`config.mk`:
```
export PLATFORM = sky130hd
export DESIGN_NAME = prince_mlayer_masked_iter
export DESIGN_NICKNAME = d
export VERILOG_FILES = /design/src/rtl/prince_mlayer_masked_iter.sv
export SDC_FILE = /design/constraint.sdc
export NUM_CORES = 1
export LEC_CHECK = 0
export CAP_MARGIN = 15
export CORE_MARGIN = 2
export CORE_UTILIZATION = 44
export DETAILED_ROUTE_END_ITERATION = 16
export GPL_ROUTABILITY_DRIVEN = 1
export GPL_TIMING_DRIVEN = 0
export PLACE_DENSITY = 0.87
export SLEW_MARGIN = 20
export SYNTH_ARGS = -nofsm -noshare
export SYNTH_HDL_FRONTEND = slang
export SYNTH_SLANG_ARGS = --single-unit
```
`constraint.sdc`:
```
create_clock -name clk -period 1.6 [get_ports clk]
set_input_delay 0.16 -clock clk [delete_from_list [all_inputs] [get_ports clk]]
set_output_delay 0.16 -clock clk [all_outputs]
set_load 0.05 [all_outputs]
```
`src/rtl/prince_mlayer_masked_iter.sv`:
```
// Iterative PRINCE M'/M/M^-1 linear layer on a d-share Boolean-masked state.
// COLS columns per share are mixed per cycle; each share is processed independently.
//   state | meaning
//   IDLE  | waiting for input, in_ready high
//   CALC  | mixing column groups of the working register in place
//   DONE  | result presented until out_ready
module prince_mlayer_masked_iter #(
    parameter int SHARES = 2,
    parameter int COLS   = 4
) (
    input  logic                   clk,
    input  logic                   rst,
    input  logic                   in_valid,
    output logic                   in_ready,
    input  logic [1:0]             in_mode,
    input  logic [64*SHARES-1:0]   in_data,
    output logic                   out_valid,
    input  logic                   out_ready,
    output logic [64*SHARES-1:0]   out_data
);

    localparam int W = 64 * SHARES;
    localparam logic [1:0] STEP = 2'(COLS);
    localparam logic [1:0] LAST = 2'(4 - COLS);

    typedef enum logic [1:0] {IDLE, CALC, DONE} state_t;

    state_t        state, state_n;
    logic [1:0]    cnt, cnt_n;
    logic [1:0]    mode, mode_n;
    logic [W-1:0]  work, work_n;
    logic [W-1:0]  cap_val, step_val, sr_val;
    logic [15:0]   col      [SHARES][4];
    logic [15:0]   slot_out [SHARES][COLS];

    // Row r of M^1 equals row r+1 of M^0, so one mask table serves both.
    function automatic logic [15:0] mhat(input logic [15:0] x, input logic sel);
        logic [3:0] a, b, c, d, r0, r1, r2, r3;
        {a, b, c, d} = x;
        r0 = (a & 4'b0111) ^ (b & 4'b1011) ^ (c & 4'b1101) ^ (d & 4'b1110);
        r1 = (a & 4'b1011) ^ (b & 4'b1101) ^ (c & 4'b1110) ^ (d & 4'b0111);
        r2 = (a & 4'b1101) ^ (b & 4'b1110) ^ (c & 4'b0111) ^ (d & 4'b1011);
        r3 = (a & 4'b1110) ^ (b & 4'b0111) ^ (c & 4'b1011) ^ (d & 4'b1101);
        return sel ? {r1, r2, r3, r0} : {r0, r1, r2, r3};
    endfunction

    generate
        if (!(COLS == 1 || COLS == 2 || COLS == 4)) begin : g_bad_cols
            $error("prince_mlayer_masked_iter: COLS must be 1, 2 or 4");
        end

        for (genvar s = 0; s < SHARES; s++) begin : g_share
            localparam int B = 64 * s;

            for (genvar n = 0; n < 16; n++) begin : g_nib
                localparam int SRC_SR  = (5 * n) % 16;
                localparam int SRC_INV = (13 * n) % 16;
                assign cap_val[B+63-4*n -: 4] = (in_mode == 2'b10) ? in_data[B+63-4*SRC_INV -: 4]
                                                                   : in_data[B+63-4*n -: 4];
                assign sr_val[B+63-4*n -: 4]  = step_val[B+63-4*SRC_SR -: 4];
            end

            for (genvar c = 0; c < 4; c++) begin : g_col
                localparam logic [1:0] BASE = 2'(c - (c % COLS));
                localparam int SLOT = c % COLS;
                assign col[s][c] = work[B+63-16*c -: 16];
                assign step_val[B+63-16*c -: 16] = (cnt == BASE) ? slot_out[s][SLOT] : col[s][c];
            end

            // Columns 1 and 2 use M^1: their 2-bit index has exactly one bit set.
            for (genvar g = 0; g < COLS; g++) begin : g_slot
                logic [1:0] idx;
                assign idx = cnt + 2'(g);
                assign slot_out[s][g] = mhat(col[s][idx], idx[0] ^ idx[1]);
            end
        end
    endgenerate

    always_ff @(posedge clk) begin
        if (rst) begin
            state <= IDLE;
            cnt   <= 2'd0;
            mode  <= 2'b00;
            work  <= '0;
        end else begin
            state <= state_n;
            cnt   <= cnt_n;
            mode  <= mode_n;
            work  <= work_n;
        end
    end

    always_comb begin
        state_n  = state;
        cnt_n    = cnt;
        mode_n   = mode;
        work_n   = work;
        in_ready = 1'b0;
        case (state)
            IDLE: in_ready = 1'b1;
            CALC: begin
                work_n = (cnt == LAST && mode == 2'b01) ? sr_val : step_val;
                cnt_n  = cnt + STEP;
                if (cnt == LAST) state_n = DONE;
            end
            DONE: begin
                in_ready = out_ready;
                if (out_ready) state_n = IDLE;
            end
            default: state_n = IDLE;
        endcase
        if (in_valid && in_ready) begin
            mode_n  = in_mode;
            work_n  = cap_val;
            cnt_n   = 2'd0;
            state_n = (in_mode == 2'b11) ? DONE : CALC;
        end
    end

    assign out_valid = (state == DONE);
    assign out_data  = work;

endmodule

```
==> results.yml <==
die:
  die_x_um: 148
  initial_core_util: 0.451
  core_area_um2: 20300
  die_height_um: 148
  io-pin-count: 264
  dieArea_um2: 22000
  placementRows: 52
power:
  p_seq_frac: 0.293
  p_sw_mw: 5.85
  pwr-share-comb: 0.425
  p_int_mw: 8.67
  clkPwrFrac: 0.282
  leakage_nw: 5.78
  power.density_nw_per_um2: 1020
  swShare: 0.403
  vdd_ir_drop_max_mv: 0.822
synth:
  avgSynthCellArea_um2: 8.82
  netlist_instances: 1038
  yosysWarnings: 0
  syn_area_um2: 9150
  synth_nets: 1172
  ys_seq_elements: 132
  ys_seq_area_frac: 0.289
  synthDistinctLibCells: 28
sta:
  fin_setup_tns_ns: -6.42
  maxClockFrequency_ghz: 0.585
  period_minus_slack_ns: 1.71
  clock_skew_ns: 0.0102
  max_slew_margin: 0.283
  period_share: 1.07
  maxSlewViolCount: 0
  setup_slack_ns: -0.108
  final_hold_viol_count: 0
  tightest_slew_ns: 1.08
  setup_viol: 125
  rsz0062_at_grt: "true"
status:
  violations: "setup timing"
  status: "finished with violations"
critical_path:
  timing.rr.start: "state[1]$_SDFFE_PP0P_"
  crit_path_frequent_cell: "buf_12"
  crit_required_ns: 1.95
  critical_path_cell_count: 7
  worst_r2r_path_depth: 7
  cp_num_buf_inv: 3
  critPathLaunchType: "flop"
  max_stage_delay_ns: 0.36
  path_cells: "buf_6 -> nand2b_4 -> and3_4 -> buf_12 -> buf_12 -> mux2_4 -> o21ai_1"
  crit_path_max_fanout: 10
  critPathKind: "reg2reg"
  critPathArrivalTime_ns: 2.06
  cp-end-kind: "flop"
  critical_path.slowest_cell: "dfxtp_4"
  r2r_slack_ns: -0.11
  crit_start: "state[1]$_SDFFE_PP0P_"
  endpoint: "out_data[58]$_SDFFE_PP0P_"
  r2r_end: "out_data[58]$_SDFFE_PP0P_"
  crit_family: "buffers and inverters"
global_routing:
  grt_pass1_wl_um: 61000
  antenna_found_initial: 0
  grt_pass1_vias: 10200
  grt_max_degree: 17
  grtUsageTotal: 0.371
  grt_overflow: 0
drt:
  wirelength_um: 44100
  drcViolationCount: 0
  drtIter0Drc: 1264
  firstDrtPassIters: 8
  vias_per_cell: 6.39
  routedWlPerCell_um: 26.9
  vias: 10500
  ant_nets: 0
clock_network:
  clk_pin_slew_ns: 0.07
  cts_made_buffers: 17
  clock_path_buffers: 2
  root_buffer: "clkbuf_16"
  clock_latency_ns: 0.43
  cts_sinks: 132
  htree_levels: 4
  cts_hold_buf: 0
  cts_tree: "done"
place:
  place_area_um2: 12100
  place_congestion: 0.938
  hpwlAfterDp_um: 28700
  port-buffer-count: 262
finish:
  final_common_cell: "clkdlybuf4s50_1"
  diodes: 0
  fin_area_um2: 14200
  layout.nets: 1489
  drive_gt1_frac: 0.247
  syn_to_final_growth_pct: 55.0
  final_cell_mix: "130 x clkdlybuf4s50_1, 129 x dfxtp_1, 110 x nand2_1, 96 x xnor2_1, 96 x o22a_1"
flow_run:
  drv_cap: 0
worst_hold_path:
  hold_depth: 2
  hold_path_class: "in2reg"
## synthesized netlist by cell type, drive strengths merged
cell,instances,share of area
a21oi,31,0.017
nand2,116,0.048
nand3,2,0.0011
o22a,96,0.092
or3,1,0.00068
a22oi,28,0.023
and2,1,0.00068
xnor2,96,0.092
nand2b,2,0.0014
o21ai,120,0.066
mux2i,96,0.10
and3,1,0.00068
inv,1,0.00041
dfxtp,132,0.29
mux2,96,0.12
nor2b,4,0.0027
xor2,76,0.073
nor2,50,0.021
a211oi,1,0.00082
clkbuf,36,0.015
nand3b,1,0.00082
buf,46,0.031
a31oi,5,0.0034
## stage by stage
stage	power [mW]	hold WS, ns	std cells	utilization	worst slack [ns]
2_1_floorplan	7.79	0.256	1038	-	-0.00914
3_3_place_gp	9.66	0.441	1570	0.597	-0.707
3_5_place_dp	9.75	0.446	1570	0.597	-0.753
4_1_cts	13.8	0.309	1629	0.665	-0.287
5_1_grt	14.9	0.112	1637	0.699	-0.159
6_report	14.5	0.110	1637	0.699	-0.108
## layout make-up
class / count / area (um^2)
Buffer: 76 / 870
Clock buffer: 22 / 464
Clock inverter: 9 / 129
Fill cell: 1470 / 6110
Inverter: 1 / 3.75
Multi-Input combinational cell: 823 / 6650
Sequential cell: 132 / 2650
Tap cell: 270 / 338
Timing Repair Buffer: 304 / 3080
## worst min-delay path by stage
stage,startpoint,end,slack (ns)
detailed placement,mode[0]$_SDFFE_PP0N_,mode[0]$_SDFFE_PP0N_,0.45
global placement,mode[0]$_SDFFE_PP0N_,mode[0]$_SDFFE_PP0N_,0.44
global route,in_mode[0],state[0]$_SDFFE_PP0P_,0.11
finish,in_mode[0],state[0]$_SDFFE_PP0P_,0.11
CTS,in_data[124],out_data[124]$_SDFFE_PP0P_,0.31
floorplan,in_mode[1],state[0]$_SDFFE_PP0P_,0.26
## registers in the layout, indices dropped and copies added, names as in the netlist
name      count
mode          2
out_data    128
state         2
## timing repair
| action | 4_1_cts | 5_1_grt |
|---|---|---|
| pin swaps | 20 | 64 |
| endpoints found under the hold margin | 0 | 0 |
| setup buffers | 20 | 9 |
| gates cloned | 9 | 8 |
| gates resized for setup | 327 | 275 |
| endpoints found under the setup margin | 260 | 195 |
## power groups by stage
stage	combinational [mW]	sequential [mW]	clock, mW
6_report	6.18	4.25	4.09
3_5_place_dp	5.46	4.28	0
2_1_floorplan	2.44	5.35	0
5_1_grt	6.40	4.28	4.18
3_3_place_gp	5.39	4.27	0
4_1_cts	5.54	4.21	4.04
## logic make-up (layout without fill, tap and decap cells)
family	Yosys count	after routing	share of synthesized area
buffers and inverters	83	412	0.0459
multiplexers	192	192	0.223
AO/OA/AOI/OAI	281	281	0.202
XOR/XNOR	172	172	0.165
flip-flops	132	132	0.289
AND/OR/NAND/NOR	178	178	0.0761
## metal layers
layer,global-route usage,up-vias,part of all wire,routed length (um)
li1,-,4332,-,-
met4,0.245,0,0.073,3200
met2,0.591,953,0.44,19300
met5,0,-,0,0
met1,0.440,4907,0.35,15500
met3,0.0985,262,0.14,6180
No activity file was read; power rests on OpenSTA's default activity.
